[src/rtl/alu_arbiter.sv]
// rtl/alu_arbiter.sv - round-robin arbiter sharing one external alu between NREQ requesters
// Optional: define ALU_ARB_PRIO_EN to give requester 0 absolute priority in IDLE.
module alu_arbiter #(
    parameter int NREQ  = 4,
    parameter int WIDTH = 8,
    parameter int OPW   = 3,
    localparam int IDW  = $clog2(NREQ)
) (
    input  logic                  clk,
    input  logic                  rst,
    input  logic [NREQ-1:0]       req_valid,
    output logic [NREQ-1:0]       req_ready,
    input  logic [NREQ*WIDTH-1:0] req_a,
    input  logic [NREQ*WIDTH-1:0] req_b,
    input  logic [NREQ*OPW-1:0]   req_op,
    output logic                  resp_valid,
    input  logic                  resp_ready,
    output logic [IDW-1:0]        resp_id,
    output logic [WIDTH-1:0]      resp_q,
    output logic [WIDTH-1:0]      alu_a,
    output logic [WIDTH-1:0]      alu_b,
    output logic [OPW-1:0]        alu_op,
    input  logic [WIDTH-1:0]      alu_q,
    output logic                  busy
);

    typedef enum logic [1:0] {
        ST_IDLE = 2'd0,
        ST_EXEC = 2'd1,
        ST_RESP = 2'd2
    } state_t;

    state_t           r_state;
    state_t           w_next;
    logic [IDW-1:0]   r_ptr;
    logic [IDW-1:0]   r_id;
    logic [WIDTH-1:0] r_alu_a;
    logic [WIDTH-1:0] r_alu_b;
    logic [OPW-1:0]   r_alu_op;
    logic [WIDTH-1:0] r_q;

    logic             w_found;
    logic [IDW-1:0]   w_winner;
    logic [IDW-1:0]   w_ptr_next;
    logic [WIDTH-1:0] w_sel_a;
    logic [WIDTH-1:0] w_sel_b;
    logic [OPW-1:0]   w_sel_op;

    // Search ptr, ptr+1, ... wrapping at NREQ; first valid requester wins.
    always_comb begin
        int idx;
        idx      = 0;
        w_found  = 1'b0;
        w_winner = '0;
        for (int k = 0; k < NREQ; k++) begin
            idx = (int'(r_ptr) + k) % NREQ;
            if (!w_found && req_valid[idx[IDW-1:0]]) begin
                w_found  = 1'b1;
                w_winner = idx[IDW-1:0];
            end
        end
`ifdef ALU_ARB_PRIO_EN
        if (req_valid[0]) begin
            w_found  = 1'b1;
            w_winner = '0;
        end
`else
`endif
    end

    always_comb begin
        w_sel_a  = '0;
        w_sel_b  = '0;
        w_sel_op = '0;
        for (int k = 0; k < NREQ; k++) begin
            if (w_winner == IDW'(k)) begin
                w_sel_a  = req_a[k*WIDTH +: WIDTH];
                w_sel_b  = req_b[k*WIDTH +: WIDTH];
                w_sel_op = req_op[k*OPW +: OPW];
            end
        end
    end

    always_comb begin
        req_ready = '0;
        if (rst && (r_state == ST_IDLE) && w_found) begin
            req_ready[w_winner] = 1'b1;
        end
    end

    always_comb begin
        w_next = r_state;
        case (r_state)
            ST_IDLE: if (w_found) w_next = ST_EXEC;
            ST_EXEC: w_next = ST_RESP;
            ST_RESP: if (resp_ready) w_next = ST_IDLE;
            default: w_next = ST_IDLE;
        endcase
    end

    always_ff @(posedge clk) begin
        if (!rst) begin
            r_state <= ST_IDLE;
        end else begin
            r_state <= w_next;
        end
    end

    assign w_ptr_next = (r_id == IDW'(NREQ - 1)) ? '0 : r_id + IDW'(1);

    // Operand registers are left holding the last operation once it completes.
    always_ff @(posedge clk) begin
        if (!rst) begin
            r_ptr    <= '0;
            r_id     <= '0;
            r_alu_a  <= '0;
            r_alu_b  <= '0;
            r_alu_op <= '0;
            r_q      <= '0;
        end else begin
            case (r_state)
                ST_IDLE: begin
                    if (w_found) begin
                        r_alu_a  <= w_sel_a;
                        r_alu_b  <= w_sel_b;
                        r_alu_op <= w_sel_op;
                        r_id     <= w_winner;
                    end
                end
                ST_EXEC: r_q <= alu_q;
                ST_RESP: if (resp_ready) r_ptr <= w_ptr_next;
                default: ;
            endcase
        end
    end

    assign alu_a      = r_alu_a;
    assign alu_b      = r_alu_b;
    assign alu_op     = r_alu_op;
    assign resp_q     = r_q;
    assign resp_id    = r_id;
    assign resp_valid = (r_state == ST_RESP);
    assign busy       = (r_state != ST_IDLE);

endmodule

[config.mk]
export PLATFORM = sky130hd
export DESIGN_NAME = alu_arbiter
export DESIGN_NICKNAME = d
export VERILOG_FILES = /design/src/rtl/alu_arbiter.sv
export SDC_FILE = /design/constraint.sdc
export NUM_CORES = 1
export LEC_CHECK = 0
export BUFFER_PORTS_ARGS = -buffer_cell sky130_fd_sc_hd__buf_4
export CELL_PAD_IN_SITES_DETAIL_PLACEMENT = 1
export CELL_PAD_IN_SITES_GLOBAL_PLACEMENT = 2
export CORE_ASPECT_RATIO = 2
export CORE_MARGIN = 1.5
export CORE_UTILIZATION = 23
export CTS_CLUSTER_DIAMETER = 150
export DETAILED_ROUTE_END_ITERATION = 10
export GPL_ROUTABILITY_DRIVEN = 0
export PLACE_DENSITY = 0.87
export SYNTH_ARGS = -nofsm -noshare
export SYNTH_HDL_FRONTEND = slang
export SYNTH_SLANG_ARGS = --single-unit
export TNS_END_PERCENT = 50
[constraint.sdc]
create_clock -name clk -period 2.12 [get_ports clk]
set_input_delay 0.106 -clock clk [delete_from_list [all_inputs] [get_ports clk]]
set_output_delay 0.106 -clock clk [all_outputs]
set_load 0.05 [all_outputs]
==> reports/metrics.csv, run 1 <==
stage,metric,value,unit
flow_run,drv_cap,0,
sta,fin_tns_setup,0,ns
power,p_sw_share,32.00,%
sta,finalHoldViolCount,0,
synthesis,yosys_register_bits,33,
sta,finalCritPeriodShare,91.41,%
worst_setup_path,worstRegToRegCells,6,
synthesis,ys_seq_area_share,37.88,%
cells_and_area,nets,401,
clock_network,clock_tree.root_cell,clkbuf_16,
sta,fmax,516.0,MHz
sta,setup_viol,0,
die,initial_core_util,23.82,%
clock_network,clk_path_buf_depth,2,
placed_design,dp_hpwl,4831,um
power,p_per_area,795.9,nW/um2
clock_network,numClockSinks,33,
clock_network,cts.htree.levels,2,
worst_hold_path,hp-start,alu_q[3],
worst_setup_path,crit_arrival,1.83,ns
worst_setup_path,worstReg2RegEnd,alu_b[1],
detailed_routing,wl,5997,um
power,p_seq_share,31.4,%
sta,relSlewSlack,42.01,%
worst_setup_path,cp.required,2.01,ns
clock_network,insertion_delay,0.27,ns
synthesis,netlist_instances,188,
die,die_area,8146,um2
synthesis,yosys.area_share.simple,16.64,%
outcome,outcome,"finished, final reports clean",
sta,fin_crit,1.938,ns
grt,first_global_vias,2024,
sta,grt_setup_unrepaired,false,
worst_setup_path,crit-reg2reg-launch,r_ptr[0],
power,p_int,0.001583,W
grt,grt_pass1_wl,9390,um
detailed_routing,vias,1886,
worst_hold_path,hold_path.class,in -> reg,
synthesis,ys_async_sr_fraction,0,%
cells_and_area,antenna-diode-count,0,
synthesis,synth_top_family_by_area,multiplexers,
clock_network,hold_buffers,0,
power,ir_worst_vdd,0.0004198,V
clock_network,cts_tree,built,
sta,clock_skew,0.003273,ns
synthesis,synth_compound_area_share,16.43,%
power,clkPwrFrac,36.1,%
power,power_frac_comb,32.5,%
sta,drv_slew,0,
die,ios,126,
clock_network,clk_pin_slew,0.05,ns
synthesis,yosys.area_share.xor_xnor,0,%
grt,gr-total-overflow,0,
worst_setup_path,criticalPathCategory,reg -> out,
synthesis,ys_types,25,
synthesis,synth_mux_area_share,22.38,%
synthesis,synth.avg_cell_area,9.278,um2
die,fp.dieH,126.2,um
synthesis,netlist.area_leader.share,37.88,%
synthesis,ys.flop_type,dfxtp_1,
synthesis,synth_adder_area_share,0.7174,%
clock_network,numCtsBuffers,5,
cells_and_area,drive_gt1_share,45.48,%
die,die_x,64.58,um
grt,grt_usage,14.80,%
synthesis,synth.net_count,280,
detailed_routing,route.detailed.drc,0,
grt,grt_max_degree,34,
detailed_routing,drtIter0Drc,55,
sta,tightest_slew,0.8659,ns
synthesis,synth_warnings,0,
worst_setup_path,reg2reg_slack,0.34,ns
placed_design,io_buffer_count,125,
synthesis,yosysTopAreaCell,dfxtp_1,
worst_setup_path,path_max_fanout,33,
placed_design,pre_cts_ws,0.2369,ns
worst_hold_path,whs_endpoint,resp_q[3],
cells_and_area,area_delta_synth_final,67.72,%
detailed_routing,drt-pass1-iter-count,3,
die,core-area,7322,um2
power,power.net_switching,0.0007450,W
detailed_routing,viasPerCell,4.692,
sta,setup_slack,0.1821,ns
detailed_routing,final_antenna_net_count,0,
die,row_count,44,
synthesis,synthTopCellsByArea,"dfxtp_1 38%, mux2i_1 22%, o221ai_1 9.5%",
power,p_leak,1.320,nW
worst_setup_path,worstSetupEndpointType,output port,
synthesis,ys_top_cells_by_count,"39 x mux2i_1, 39 x nand2_1, 33 x dfxtp_1",
worst_setup_path,critPathLaunchType,flop,
synthesis,synth_edf_count,0,
worst_hold_path,min_path_cells,3,
grt,antenna_found_initial,0,
detailed_routing,wire_per_inst,14.92,um
synthesis,syn-cell-area,1744,um2
[routing by layer]
metal  wire, um  vias to the layer above  global-route usage, %
li1           -                      918                      -
met1       2053                      889                  13.76
met2       3538                       77                  30.51
met3        365                        2                  3.214
met4         40                        0                  4.130
met5          0                        -                      0
[power groups by stage]
stage / Clock [W] / Combinational, W / Sequential [W]
after CTS: 0.000868 / 0.000766 / 0.000731
after detailed placement: 0 / 0.000765 / 0.000744
final: 0.000842 / 0.000756 / 0.000731
after global routing: 0.000896 / 0.000807 / 0.000740
after floorplan: 0 / 0.000250 / 0.000960
after global placement: 0 / 0.000753 / 0.000741
[final cells by class]
type                       instances  area, um2
sequential                        33      660.6
multi-input combinational        140      999.7
inverter                           1      3.754
clock inverter                     1      30.03
clock buffer                       7      142.6
fill                             906       4397
tap                               92      115.1
timing repair buffer             128      973.4
[cell families after synthesis]
kind of cell / Yosys count
simple gates: 64
buf+inv: 15
mux: 39
compound gates: 36
flops: 33
fa+ha+maj: 1
[through the flow]
step	hold slack [ns]	total power (W)	area (um2)	cells	utilization [%]
after floorplan	0.2509	0.001210	1744	188	-
after global placement	0.3690	0.001494	2736	394	37.37
after detailed placement	0.3775	0.001509	2736	394	37.37
after CTS	0.08755	0.002365	2909	402	39.73
after global routing	0.09355	0.002443	2925	402	39.95
final	0.08980	0.002328	2925	402	39.95
[sequential cells by signal (all words and copies together), names as in the netlist]
name     flops
alu_a        8
alu_b        8
resp_q       8
alu_op       3
r_ptr        2
r_state      2
resp_id      2
[repair_timing]
action	4_1_cts	5_1_grt
endpoints found under the setup margin	0	4
gates resized for setup	0	3
buffers inserted	0	0
[worst max-delay path, cell delays in order (launching register included)]
cell and delay [ns]:
dfxtp_1 0.41, a21oi_1 0.12, o32a_4 0.46, buf_12 0.22, nor2_1 0.12, buf_4 0.21
[worst max-delay path by stage]
stage | cells after the start | slack, ns | from | to
after CTS | 6 | 0.05 | r_state[1] | req_ready[0]
after detailed placement | 6 | 0.24 | r_ptr[0] | alu_b[7]
after global placement | 6 | 0.30 | r_ptr[0] | alu_b[5]
final | 5 | 0.18 | r_ptr[1] | req_ready[1]
after floorplan | 6 | -0.03 | r_state[1] | req_ready[1]
after global routing | 5 | 0.03 | r_ptr[1] | req_ready[0]
[placed cells by master, fill, tap and decap left out, types with 2 or more instances in the layout]
master | synthesis | layout
buf_4 | 1 | 127
mux2i_1 | 39 | 39
nand2_1 | 39 | 38
dfxtp_1 | 33 | 33
o221ai_1 | 19 | 19
a21boi_0 | 10 | 10
nor2b_1 | 8 | 7
nor2_1 | 5 | 5
clkbuf_16 | 0 | 5
nand2b_1 | 4 | 3
a21oi_1 | 3 | 3
o21a_1 | 2 | 2
nor3_1 | 2 | 2
Note: power is estimated with default switching activity, not from simulation.
==> run 2: changes to the inputs <==
CORE_ASPECT_RATIO = 1.25   (was 2)
==> reports/metrics.csv, run 2 (synthesized netlist as in run 1, its figures left out) <==
stage,metric,value,unit
grt,grt_pass1_wl,8990,um
grt,grt_usage,14.22,%
clock_network,cts.htree.levels,2,
worst_hold_path,hold_path.class,in -> reg,
detailed_routing,drtIter0Drc,38,
placed_design,dp_hpwl,4634,um
placed_design,io_buffer_count,125,
sta,tightest_slew,0.5986,ns
grt,grt_max_degree,31,
power,p_leak,1.301,nW
clock_network,cts_tree,built,
worst_setup_path,crit_arrival,1.86,ns
sta,clock_skew,0.009680,ns
cells_and_area,mostFrequentLayoutCells,"130 x buf_4, 39 x nand2_1, 39 x mux2i_1",
die,die_area,8118,um2
sta,grt_setup_unrepaired,false,
worst_setup_path,worstSetupEndpointType,output port,
sta,fin_crit,1.961,ns
detailed_routing,final_antenna_net_count,0,
sta,fmax,509.9,MHz
cells_and_area,fill_cells,895,
die,ios,126,
sta,finalHoldViolCount,0,
grt,antenna_found_initial,0,
die,row_count,35,
sta,drv_slew,0,
clock_network,cts_setup_buffers,0,
die,core-area,7357,um2
detailed_routing,viasPerCell,4.589,
grt,gr-total-overflow,0,
clock_network,clk_path_buf_depth,2,
clock_network,clk_pin_slew,0.07,ns
clock_network,numCtsBuffers,5,
die,initial_core_util,23.71,%
cells_and_area,regArea,660.6,um2
detailed_routing,route.detailed.drc,0,
sta,finalCritPeriodShare,92.50,%
placed_design,post-place-cells,398,
die,fp.dieH,100.4,um
detailed_routing,wl,5820,um
clock_network,insertion_delay,0.29,ns
sta,setup_viol,0,
power,p_per_area,685.1,nW/um2
cells_and_area,instances_no_fill,406,
outcome,outcome,"finished, final reports clean",
detailed_routing,drt-pass1-iter-count,3,
power,finalPower,0.001967,W
cells_and_area,multi_input_area,988.4,um2
cells_and_area,drive_gt1_share,46.18,%
sta,relSlewSlack,60.01,%
worst_setup_path,criticalPathCategory,reg -> out,
clock_network,numClockSinks,33,
clock_network,clock_tree.root_cell,clkbuf_8,
detailed_routing,wire_per_inst,14.33,um
die,die_x,80.89,um
worst_setup_path,path_max_fanout,17,
worst_setup_path,cp.required,2.01,ns
grt,first_global_vias,1965,
detailed_routing,vias,1863,
cells_and_area,final_common_cell,buf_4,
cells_and_area,area_delta_synth_final,64.56,%
flow_run,drv_cap,0,
cells_and_area,nets,405,
power,ir_worst_vdd,0.0002694,V
worst_setup_path,critPathLaunchType,flop,
cells_and_area,fin_area,2870,um2
cells_and_area,antenna-diode-count,0,
placed_design,dpl_cell_area,2776,um2
-- run 2: layout make-up --
| cell class | instances | share of cell area (%) |
|---|---|---|
| multi-input combinational | 140 | 34.44 |
| clock buffer | 5 | 2.398 |
| tap | 92 | 4.010 |
| timing repair buffer | 132 | 35.40 |
| clock inverter | 3 | 0.6103 |
| sequential | 33 | 23.02 |
| inverter | 1 | 0.1308 |
-- run 2: final timing paths --
check                      end  slack [ns]       start  cells after the start
setup / recovery  req_ready[0]        0.16  r_state[1]                      7
hold / removal       resp_q[4]        0.08    alu_q[4]                      3
hold reg to reg      resp_q[7]        0.46   resp_q[7]                      2
setup reg to reg     alu_op[2]        0.52  r_state[1]                      6
-- run 2: layer usage --
layer	global-route usage (%)	wire [um]	part of all wire [%]	up-vias
met1	14.53	2167	37	868
met3	3.091	379	6.5	5
met4	5.172	70	1.2	0
met5	0	0	0	-
met2	27.44	3202	55	64
li1	-	-	-	926
-- run 2: worst max-delay path: stages, from the launching register on --
cell and delay (ns):
dfxtp_1 0.32, or2_1 0.26, nor2_2 0.20, and2_4 0.19
nand2b_2 0.12, buf_12 0.18, nor2_1 0.10, buf_4 0.20
-- run 2: report_power, final --
part,leakage [nW],switching [W],internal [W]
clock network,0.0439,0.000246,0.000227
registers,0.272,0.0000386,0.000690
logic,0.985,0.000449,0.000316
total,1.30,0.000734,0.00123
-- run 2: what timing repair did --
action,CTS,global route
setup endpoints to repair,0,4
hold buffers,0,0
resized for setup,0,2
-- run 2: per-stage QoR --
step	setup TNS [ns]	hold slack, ns	worst slack [ns]	utilization (%)
4_1_cts	0	0.06708	0.03587	38.91
3_5_place_dp	0	0.3767	0.3395	37.74
3_3_place_gp	0	0.3693	0.3875	37.74
2_1_floorplan	-0.1029	0.2509	-0.02921	-
6_report	0	0.07691	0.1590	39.01
5_1_grt	0	0.07930	0.02723	39.01
